[src/rtl/sm3_pad_arb_pkg.sv]
// Purpose: shared types and the round-robin selection helper for the SM3 pad arbiter.
// Latency: n/a (types and a combinational function only).
// Backpressure: n/a.
package sm3_pad_arb_pkg;

    // Upper bound on requesters; the helper works on vectors padded to this width.
    localparam int MAX_CH = 8;

    typedef enum logic [1:0] {
        IDLE  = 2'd0,
        XFER  = 2'd1,
        DRAIN = 2'd2
    } arb_state_e;

    // First set bit of req scanning ptr, ptr+1, ... (mod n). Only the low n bits
    // of req are considered; ptr must be below n. Returns ptr when nothing is set.
    function automatic logic [2:0] rr_pick(input logic [MAX_CH-1:0] req,
                                           input logic [2:0]        ptr,
                                           input int                n);
        logic [2:0] sel;
        int         idx;
        sel = ptr;
        // Walk from the farthest candidate back to ptr so the nearest hit is written last.
        for (int i = MAX_CH - 1; i >= 0; i--) begin
            if (i < n) begin
                idx = int'(ptr) + i;
                if (idx >= n) begin
                    idx = idx - n;
                end
                if (req[idx[2:0]]) begin
                    sel = idx[2:0];
                end
            end
        end
        return sel;
    endfunction

endpackage

[src/rtl/sm3_rr_picker.sv]
// Purpose: combinational round-robin picker, first requester at or after ptr.
// Latency: 0 cycles (pure combinational).
// Backpressure: none; the caller decides when the pick is consumed.
// Ports: req (request vector), ptr (scan start), pick (chosen index), any (some request set).
module sm3_rr_picker
    import sm3_pad_arb_pkg::*;
#(
    parameter int N_CH = 4,
    parameter int IDW  = 2
) (
    input  logic [N_CH-1:0] req,
    input  logic [IDW-1:0]  ptr,
    output logic [IDW-1:0]  pick,
    output logic            any
);

    assign pick = IDW'(rr_pick(MAX_CH'(req), 3'(ptr), N_CH));
    assign any  = |req;

endmodule

[src/rtl/sm3_pad_arbiter.sv]
// Purpose: shares one SM3 pad core among N_CH requesters, one whole message per grant, output tagged with owner id.
// Latency: 1 cycle grant in IDLE, then beats pass combinationally from owner to core until the core's last pad block.
// Backpressure: owner's ready mirrors core ready; all other requesters see ready low.
// Ports: clk, rst_n (async, active low); req_* per-channel message streams (ch k at slice k);
//   core_msg_* muxed stream to the pad core; core_pad_vld_i/core_pad_lst_i/pad_otpt_ena_i end the drain;
//   own_id_o current owner; busy_o high while a message is in flight or draining.
// Build option: define SM3_ARB_PRIO0_EN to give channel 0 absolute priority at grant time.
module sm3_pad_arbiter
    import sm3_pad_arb_pkg::*;
#(
    parameter  int N_CH    = 4,
    parameter  int INPT_DW = 32,
    localparam int BW      = INPT_DW / 8,
    localparam int IDW     = $clog2(N_CH)
) (
    input  logic                  clk,
    input  logic                  rst_n,
    input  logic [N_CH*INPT_DW-1:0] req_d_i,
    input  logic [N_CH*BW-1:0]    req_vld_byte_i,
    input  logic [N_CH-1:0]       req_vld_i,
    input  logic [N_CH-1:0]       req_lst_i,
    output logic [N_CH-1:0]       req_rdy_o,
    output logic [INPT_DW-1:0]    core_msg_d_o,
    output logic [BW-1:0]         core_msg_vld_byte_o,
    output logic                  core_msg_vld_o,
    output logic                  core_msg_lst_o,
    input  logic                  core_msg_rdy_i,
    input  logic                  core_pad_vld_i,
    input  logic                  core_pad_lst_i,
    input  logic                  pad_otpt_ena_i,
    output logic [IDW-1:0]        own_id_o,
    output logic                  busy_o
);

    arb_state_e     state_q, state_d;
    logic [IDW-1:0] own_q, own_d;
    logic [IDW-1:0] rr_ptr_q, rr_ptr_d;
    logic [IDW-1:0] rr_id;
    logic [IDW-1:0] grant_id;
    logic [IDW-1:0] own_inc;
    logic           any_req;
    logic           own_vld;

    sm3_rr_picker #(
        .N_CH (N_CH),
        .IDW  (IDW)
    ) u_picker (
        .req  (req_vld_i),
        .ptr  (rr_ptr_q),
        .pick (rr_id),
        .any  (any_req)
    );

`ifdef SM3_ARB_PRIO0_EN
    assign grant_id = req_vld_i[0] ? '0 : rr_id;
`else
    assign grant_id = rr_id;
`endif

    // Pointer moves just past the finished owner; explicit wrap keeps non-power-of-2 N_CH correct.
    assign own_inc = (own_q == IDW'(N_CH - 1)) ? '0 : own_q + IDW'(1);
    assign own_vld = req_vld_i[own_q];

    always_comb begin
        state_d             = state_q;
        own_d               = own_q;
        rr_ptr_d            = rr_ptr_q;
        req_rdy_o           = '0;
        core_msg_d_o        = '0;
        core_msg_vld_byte_o = '0;
        core_msg_vld_o      = 1'b0;
        core_msg_lst_o      = 1'b0;
        case (state_q)
            IDLE: begin
                if (any_req) begin
                    own_d   = grant_id;
                    state_d = XFER;
                end
            end
            XFER: begin
                core_msg_vld_o   = own_vld;
                req_rdy_o[own_q] = core_msg_rdy_i;
                // Data and byte valids are forced to zero whenever no beat is offered.
                if (own_vld) begin
                    core_msg_d_o        = req_d_i[own_q*INPT_DW +: INPT_DW];
                    core_msg_vld_byte_o = req_vld_byte_i[own_q*BW +: BW];
                    core_msg_lst_o      = req_lst_i[own_q];
                end
                if (own_vld && core_msg_rdy_i && req_lst_i[own_q]) begin
                    state_d = DRAIN;
                end
            end
            DRAIN: begin
                if (core_pad_vld_i && core_pad_lst_i && pad_otpt_ena_i) begin
                    state_d = IDLE;
`ifdef SM3_ARB_PRIO0_EN
                    // A channel-0 grant must not disturb the rotation among the others.
                    if (own_q != '0) begin
                        rr_ptr_d = own_inc;
                    end
`else
                    rr_ptr_d = own_inc;
`endif
                end
            end
            default: state_d = IDLE;
        endcase
    end

    always_ff @(posedge clk or negedge rst_n) begin
        if (!rst_n) begin
            state_q  <= IDLE;
            own_q    <= '0;
            rr_ptr_q <= '0;
        end else begin
            state_q  <= state_d;
            own_q    <= own_d;
            rr_ptr_q <= rr_ptr_d;
        end
    end

    assign own_id_o = own_q;
    assign busy_o   = (state_q != IDLE);

endmodule

[config.mk]
export PLATFORM = sky130hd
export DESIGN_NAME = sm3_pad_arbiter
export DESIGN_NICKNAME = d
export VERILOG_FILES = /design/src/rtl/sm3_pad_arb_pkg.sv /design/src/rtl/sm3_rr_picker.sv /design/src/rtl/sm3_pad_arbiter.sv
export SDC_FILE = /design/constraint.sdc
export NUM_CORES = 1
export LEC_CHECK = 0
export CORE_ASPECT_RATIO = 1.25
export CORE_MARGIN = 2
export CORE_UTILIZATION = 30
export DETAILED_ROUTE_END_ITERATION = 7
export PLACE_DENSITY = 0.95
export SLEW_MARGIN = 5
export SYNTH_ARGS = -nofsm -noshare
export SYNTH_HDL_FRONTEND = slang
export SYNTH_SLANG_ARGS = --single-unit
[constraint.sdc]
create_clock -name clk -period 4.3 [get_ports clk]
set_clock_uncertainty 0.05 [all_clocks]
set_input_delay 0.86 -clock clk [delete_from_list [all_inputs] [get_ports clk]]
set_output_delay 0.86 -clock clk [all_outputs]
set_load 0.01 [all_outputs]
### Word-level counts from Yosys, hierarchy flattened

Cells that the tools add are included.

| storage, ports and cells | value |
|---|---|
| flip-flop bits (word level) | 6 |
| output and inout port bits | 45 |
| logic and storage cells | 76 |

| operators by class | value |
|---|---|
| add/subtract/negate cells | 8 |
| order comparisons | 10 |
| equality and inequality tests | 6 |
| shifts and indexed selects | 2 |
| mux-type cells | 35 |
| bitwise logic cells | 1 |
| reduce and logical (&&, ||, !) cells | 11 |

Operators with widths:

| kind | count |
|---|---|
| $shiftx 128x8->32 | 1 |
| $ge 32x4->1 const B | 3 |
| $mux 32 | 2 |
| $lt 3x4->1 const B | 4 |
| $mux 2 | 8 |
| $shiftx 16x5->4 | 1 |
| $bmux 1 s3 | 4 |
| $mux 3 | 4 |
| $mux 4 | 3 |
| $mux 1 | 10 |
| $sub 3x3->3 const B | 3 |
| $add 2x2->3 const B | 2 |
| $ne 2x2->1 const B | 3 |
| $pmux 2 s3 | 1 |
| $logic_and 1x1->1 | 5 |
| $and 4x4->4 | 1 |
| $bmux 1 s2 | 2 |
| $eq 2x2->1 const B | 2 |
| $reduce_and 2->1 | 2 |
| $reduce_or 4->1 | 1 |
| $add 2x1->3 const B | 1 |
| $ge 2x3->1 const B | 1 |
| $lt 2x3->1 const B | 1 |
| $reduce_and 3->1 | 1 |
| other kinds (7) | 7 |

### Depth between registers and ports, before layout

Gate-level depths: netlist of the first run.

| depth | value |
|---|---|
| depth in word-level cells | 9 |
| depth in mapped cells | 6 |
| gate-level depth less buffers | 4 |

### Modules after synthesis

From an unflattened synthesis of the first run, not the netlist that was laid out.

| unflattened totals | value |
|---|---|
| cells, all modules | 173 |
| area total of the unflattened synthesis | 1895.6 um^2 |

Modules (own cells, without submodules):

| module | times used | cells each | area an instance (um^2) |
|---|---|---|---|
| sm3_pad_arbiter | 1 | 131 | 1574.0 |
| sm3_rr_picker | 1 | 42 | 321.6 |

### Least setup slack after synthesis of the first run

OpenSTA, ideal clock, no wires.

| timing | value |
|---|---|
| path type | input-to-output |
| start | input req_vld_i[1] |
| end | output core_msg_lst_o |
| arrival time | 1.926 ns |
| required time | 3.390 ns |
| setup slack | 1.464 ns |
| cell stages on the path | 6 |
| path through | buf_2 -> mux4_2 -> buf_6 -> nand2_1 -> inv_1 -> and3_1 |

| between the ends | value |
|---|---|
| word-level cells in the longest chain between the ends | 4 |

Ends and longest elaborated chain:

| item | line | text |
|---|---|---|
| start, declared | sm3_pad_arbiter.sv:20 | `input logic [N_CH-1:0] req_vld_i,` |
| $bmux 1 s2 | sm3_pad_arbiter.sv:62 | `assign own_vld = req_vld_i[own_q];` |
| $mux 1 (implied by the code) | sm3_pad_arbiter.sv:62 |  |
| $mux 1 | sm3_pad_arbiter.sv:84 | `if (own_vld) begin` |
| $mux 1 | sm3_pad_arbiter.sv:73 | `case (state_q)` |
| end, declared | sm3_pad_arbiter.sv:26 | `output logic core_msg_lst_o,` |

Every way passes these cells. The select of a mux whose other input is x is not followed.

### Worst setup path after layout of the first run

| timing | value |
|---|---|
| start | input req_vld_i[3] |
| end | output core_msg_d_o[25] |

| between the ends | value |
|---|---|
| word-level cells in the longest chain between the ends | 4 |

Ends and longest elaborated chain:

| item | line | text |
|---|---|---|
| $bmux 1 s2 | sm3_pad_arbiter.sv:62 |  |
| $mux 1 (implied by the code) | sm3_pad_arbiter.sv:62 |  |
| $mux 32 | sm3_pad_arbiter.sv:84 |  |
| $mux 32 | sm3_pad_arbiter.sv:73 |  |
| end, declared | sm3_pad_arbiter.sv:23 | `output logic [INPT_DW-1:0] core_msg_d_o,` |

Every way passes these cells. The select of a mux whose other input is x is not followed.

==> metrics, run 1 <==
Port-buffer cells ~200; required time at the worst-slack endpoint between 3 and 4 ns; crit start category input port; actual slew at the worst max-slew pin 0.5982 ns; Post-DP Area approximately 0.0038 mm²; Post-synth EDFFs 0; share of cells above drive strength 1 0.1595; PwrDens a little over 500 mW/mm²; CTS sink count 6; mux contribution to synthesized area 0.5240; ys flop type dfrtp_1; Max Cap Viol 0; sequential share of the synthesized area 0.08463; pin count of the biggest net entering global routing 45; ys async rst share 1.000; Crit Path Class in -> out; Detail Route Antenna Nets 0; Starting Density 0.3091; Total Routing Usage GR 0.2593; endpoints failing setup 0; routed vias 2254; TNS Setup 0 ns; number of global-route vias before repair ~2500; Overflow after GRT 0; Core Area about 0.0057 mm²; Root Driver clkbuf_8; cts bufs inserted 3; Die ar. ~0.0065 mm²; wire per inst a little over 20 µm; CTS H-tree depth 1; Top delay family on crit path buffers and inverters; Synth area leader mux4_2; Total Wirelength between 8000 and 9000 µm; width of the die between 70 and 80 µm; initial drt markers 105; Worst Hold Class reg -> reg; clk buf depth 2; f_max 260.1 MHz; RSZ-0062 raised after global routing no; Max VDD drop between 0.0004 and 0.0005 V; post-route minimum period 3.844 ns; Max FO, Critical Path 19; fin. max-slew vios 0; Post-route DRC 0; floorplan row count 31; final hold viol count 0; CP Buf/Inv Count 3; vias per std cell roughly 5.4; simple-gate share of the synthesized area 0.2186; die height about 90 µm; count of hold buffers inserted by post-cts repair 0; # resized after CTS 0; Min Hold Slack slightly below 0.5 ns; IO Count 203; first-pass GRT wire length 13130 µm; Post-synth top cells and3_1 (41), mux4_2 (38), clkbuf_1 (11); Clock Latency Late Sink approximately 0.24 ns; Yosys cell types 30; top-count cell post-synth and3_1; Final Cycle Share 0.8940; HPWL Detailed between 7000 and 8000 µm; TritonRoute pass-1 iters 4; post-synthesis adder-cell area fraction 0.03526; antenna violations before repair 0; largest family of logic cells by synthesized area multiplexers; status finished clean; post-CTS setup buffers 0; slowest stage delay, CP about 0.62 ns; Synth Area in XOR/XNOR 0; Final WS setup roughly 0.46 ns; CTS clk-pin slew, worst paths roughly 0.040 ns; YS warnings 0; final instance area 0.003842 mm²; synthesized net count roughly 320; Area Overhead vs Synth 116.6%; Mean Syn Cell Area approximately 11 µm²; most area-consuming cells after synthesis mux4_2 (48%), and3_1 (14%), dfrtp_1 (8.5%); pre-CTS WS about 0.45 ns; Mapped Area 0.001774 mm²; fill cell total of the finished layout 442; diode count 0; Slew HR 0.5994; routability congestion estimate 0.8829; worst-path cell chain clkdlybuf4s50_1 > mux4_2 > buf_4 > and3_1 > clkdlybuf4s50_1; CTS tree done; Synth Register Bits 6; Synth Instances approximately 160; post-synthesis compound-gate area fraction 0.05501; Leakage approximately 0.0015 µW; CP endpoint kind output port; layout net count 515; Yosys top cell area share 0.4824; worst path arrival time just under 3 ns; CP dominant cell by count clkdlybuf4s50_1; CP max stage cell mux4_2
power breakdown:
| part | internal, µW | switching (µW) | total (µW) |
|---|---|---|---|
| combinational | 1020 | 701 | 1730 |
| sequential | 82.2 | 38.5 | 121 |
| clock | 64.2 | 30.1 | 94.4 |
| total | 1170 | 770 | 1940 |
layer usage:
| layer | wire length, µm | global-route usage | part of all wire | vias up |
|---|---|---|---|---|
| li1 | - | - | - | 1035 |
| met1 | 2949 | 0.3021 | 0.35 | 1064 |
| met2 | 4468 | 0.4538 | 0.53 | 124 |
| met3 | 711 | 0.05605 | 0.084 | 31 |
| met4 | 325 | 0.09722 | 0.038 | 0 |
| met5 | 0 | 0 | 0 | - |
metrics by stage:
| step | std cells | total power, µW | util |
|---|---|---|---|
| floorplan | 161 | 1142 | - |
| global placement | 413 | 1829 | 0.6615 |
| detailed placement | 413 | 1860 | 0.6615 |
| CTS | 417 | 1965 | 0.6694 |
| global route | 417 | 2098 | 0.6694 |
| finish | 417 | 1941 | 0.6694 |
cells in the final DEF, fill, tap and decap left out, types with 3 or more instances in the layout:
| cell | count |
|---|---|
| clkdlybuf4s50_1 | 202 |
| and3_1 | 41 |
| mux4_2 | 38 |
| nand2_1 | 7 |
| buf_4 | 6 |
| o21ai_0 | 5 |
| ha_1 | 5 |
| inv_1 | 4 |
| nor2_1 | 4 |
| mux2i_1 | 4 |
| nand2b_1 | 4 |
| dfrtp_1 | 4 |
| mux2_2 | 3 |
| clkbuf_8 | 3 |
sequential cells by signal, summed over array words and instances (netlist names):
signal / count
rr_ptr_q: 2
state_q: 2
own_id_o: 2
worst reg2reg max path: cells and delay by family, from the launching register on:
family,cells,cell delay (ns)
buffers and inverters,2,0.65
flip-flops,1,0.37
adder cells (fa/ha/maj),1,0.31
multiplexers,1,0.26
final timing paths:
kind / start / to / slack (ns) / depth (start not counted)
max: req_vld_i[3] / core_msg_d_o[25] / 0.46 / 5
min: state_q[1] / state_q[0] / 0.50 / 1
max reg2reg: own_id_o[1] / rr_ptr_q[1] / 2.53 / 4
min reg2reg: state_q[1] / state_q[0] / 0.50 / 1
max in group asynchronous: rst_n / own_id_o[0] / 3.13 / 1
min in group asynchronous: rst_n / state_q[0] / 0.82 / 1
cell type report:
type / instances / area (µm²) / share of cell area
Inverter: 4 / 15.01 / 0.003908
Timing Repair Buffer: 208 / 2067 / 0.5379
Clock buffer: 4 / 45.04 / 0.01172
Multi-Input combinational cell: 129 / 1480 / 0.3852
Sequential cell: 6 / 152.6 / 0.03973
Tap cell: 66 / 82.58 / 0.02149
cell families after synthesis:
| family | count (synthesis) |
|---|---|
| adders and majority gates | 5 |
| buffers and inverters | 26 |
| AOI/OAI and AO/OA | 13 |
| DFF | 6 |
| and+or+nand+nor | 66 |
| muxes | 45 |
Note: power is estimated with default switching activity, not from simulation.
==> run 2, diff against run 1 <==
CORE_UTILIZATION = 31   (was 30)
CTS_BUF_LIST = sky130_fd_sc_hd__clkbuf_8   (was unset)
SETUP_SLACK_MARGIN = 0.15   (was unset)
TNS_END_PERCENT = 10   (was unset)
==> run 2 against run 1 <==
Final cell count decreased by 0.72%. Sequential cell count unchanged. Via count increased by 3.2%. First-iteration DRC count increased by 6.7%. Hold slack got worse by 0.00080 ns. Combinational power about the same. Largest cell class unchanged. Highest routed layer unchanged.
==> metrics, run 2 (synthesized netlist as in run 1, its figures left out) <==
status finished clean; Seq. cell area between 150 and 200 µm²; post-route minimum period ~4 ns; combinational share of power 0.888; diode count 0; CTS sink count 6; CTS clk-pin slew, worst paths roughly 0.04 ns; Multi-input gate area ~0.0015 mm²; PwrDens 509.0 mW/mm²; Post-DP Area about 0.0038 mm²; final hold viol count 0; Total Routing Usage GR 0.2726; crit start category input port; HPWL Detailed ~7600 µm; switching share of total power 0.4018; layout net count ~500; Port-buffer cells around 200; die height between 80 and 90 µm; endpoints failing setup 0; TNS Setup 0 ns; Post-route DRC 0; Max Cap Viol 0; IO Count roughly 200; Detail Route Antenna Nets 0; post-CTS setup buffers 0; most common cell after layout, fill and taps aside clkdlybuf4s50_1; final instance area 0.003845 mm²; Core Area about 0.0055 mm²; most frequent cells in the layout clkdlybuf4s50_1 (202), and3_1 (41), mux4_2 (38), nand2_1 (7); Final Cycle Share 0.9196; clock power share 0.045; Area Overhead vs Synth 116.7%; Slew HR 0.5671; Clock Latency Late Sink ~0.23 ns; count of hold buffers inserted by post-cts repair 0; first-pass GRT wire length between 10000 and 15000 µm; Max VDD drop ~0.00044 V; Root Driver clkbuf_8; cts bufs inserted 3; Worst Hold Class reg -> reg; floorplan row count 30; Seq pwr share 0.067; routability congestion estimate 0.8591; switching power a little under 800 µW; f_max about 250 MHz; Starting Density 0.3237; clk buf depth 2; fill cell total of the finished layout slightly above 400; Overflow after GRT 0; CTS tree done; wire per inst ~22 µm; Internal 1171 µW; worst path arrival time 3.04 ns; CTS H-tree depth 1; actual slew at the worst max-slew pin 0.6464 ns; CP endpoint kind output port; Crit Path Class in -> out; TritonRoute pass-1 iters 4; initial drt markers around 110; pin count of the biggest net entering global routing 45; width of the die approximately 72 µm; routed vias between 2000 and 2500; antenna violations before repair 0; number of global-route vias before repair 2408; Total Wirelength slightly above 9000 µm; required time at the worst-slack endpoint between 3 and 4 ns; Leakage 0.001525 µW; Die ar. about 0.0063 mm²; # resized after CTS 0; RSZ-0062 raised after global routing no; Max FO, Critical Path 21; fin. max-slew vios 0; vias per std cell ~5.6; share of cells above drive strength 1 0.1571
run 2: layer usage:
metal / vias to the layer above / wire length, µm / share of wire / GRT usage
met4: 0 / 314 / 0.035 / 0.08748
met3: 28 / 909 / 0.10 / 0.08884
met2: 129 / 4906 / 0.54 / 0.5093
met1: 1137 / 2947 / 0.32 / 0.2886
met5: - / 0 / 0 / 0
li1: 1033 / - / - / -
run 2: through the flow:
step / power (µW) / utilization / cells / setup slack (ns) / hold slack [ns]
floorplan: 1142 / - / 161 / 1.464 / 0.4358
global placement: 1828 / 0.6934 / 410 / 0.4137 / 0.4807
detailed placement: 1877 / 0.6934 / 410 / 0.3590 / 0.5030
CTS: 1972 / 0.7016 / 414 / 0.3582 / 0.5003
global route: 2087 / 0.7016 / 414 / 0.2397 / 0.5362
finish: 1957 / 0.7016 / 414 / 0.3458 / 0.4954
run 2: area by class of cell:
class / count / share of cell area
clock buffers: 3 / 0.01074
well taps: 64 / 0.02083
repair buffers: 207 / 0.5389
inverters: 4 / 0.003905
clock inverters: 1 / 0.0009762
multi-input cells: 129 / 0.3850
flip-flops and latches: 6 / 0.03970
run 2: final timing paths:
| kind | slack, ns | startpoint | end | cells after the start |
|---|---|---|---|---|
| hold / removal | 0.50 | state_q[1] | state_q[0] | 1 |
| hold reg to reg | 0.50 | state_q[1] | state_q[0] | 1 |
| min in group asynchronous | 0.84 | rst_n | state_q[0] | 1 |
| setup / recovery | 0.35 | req_vld_i[0] | core_msg_d_o[26] | 5 |
| max in group asynchronous | 3.11 | rst_n | own_id_o[1] | 1 |
| setup reg to reg | 2.52 | own_id_o[1] | rr_ptr_q[1] | 4 |
run 2: critical path: stages:
cell and delay [ns]:
clkdlybuf4s50_1 0.54, mux4_2 0.72, buf_4 0.28, and3_1 0.16
clkdlybuf4s50_1 0.48
run 2: power by group through the flow:
| stage | Sequential [µW] | Combinational, µW | Clock (µW) |
|---|---|---|---|
| 3_5_place_dp | 131 | 1750 | 0 |
| 5_1_grt | 137 | 1850 | 94.2 |
| 6_report | 131 | 1740 | 88.7 |
| 4_1_cts | 130 | 1750 | 91.2 |
| 3_3_place_gp | 127 | 1700 | 0 |
| 2_1_floorplan | 108 | 1030 | 0 |
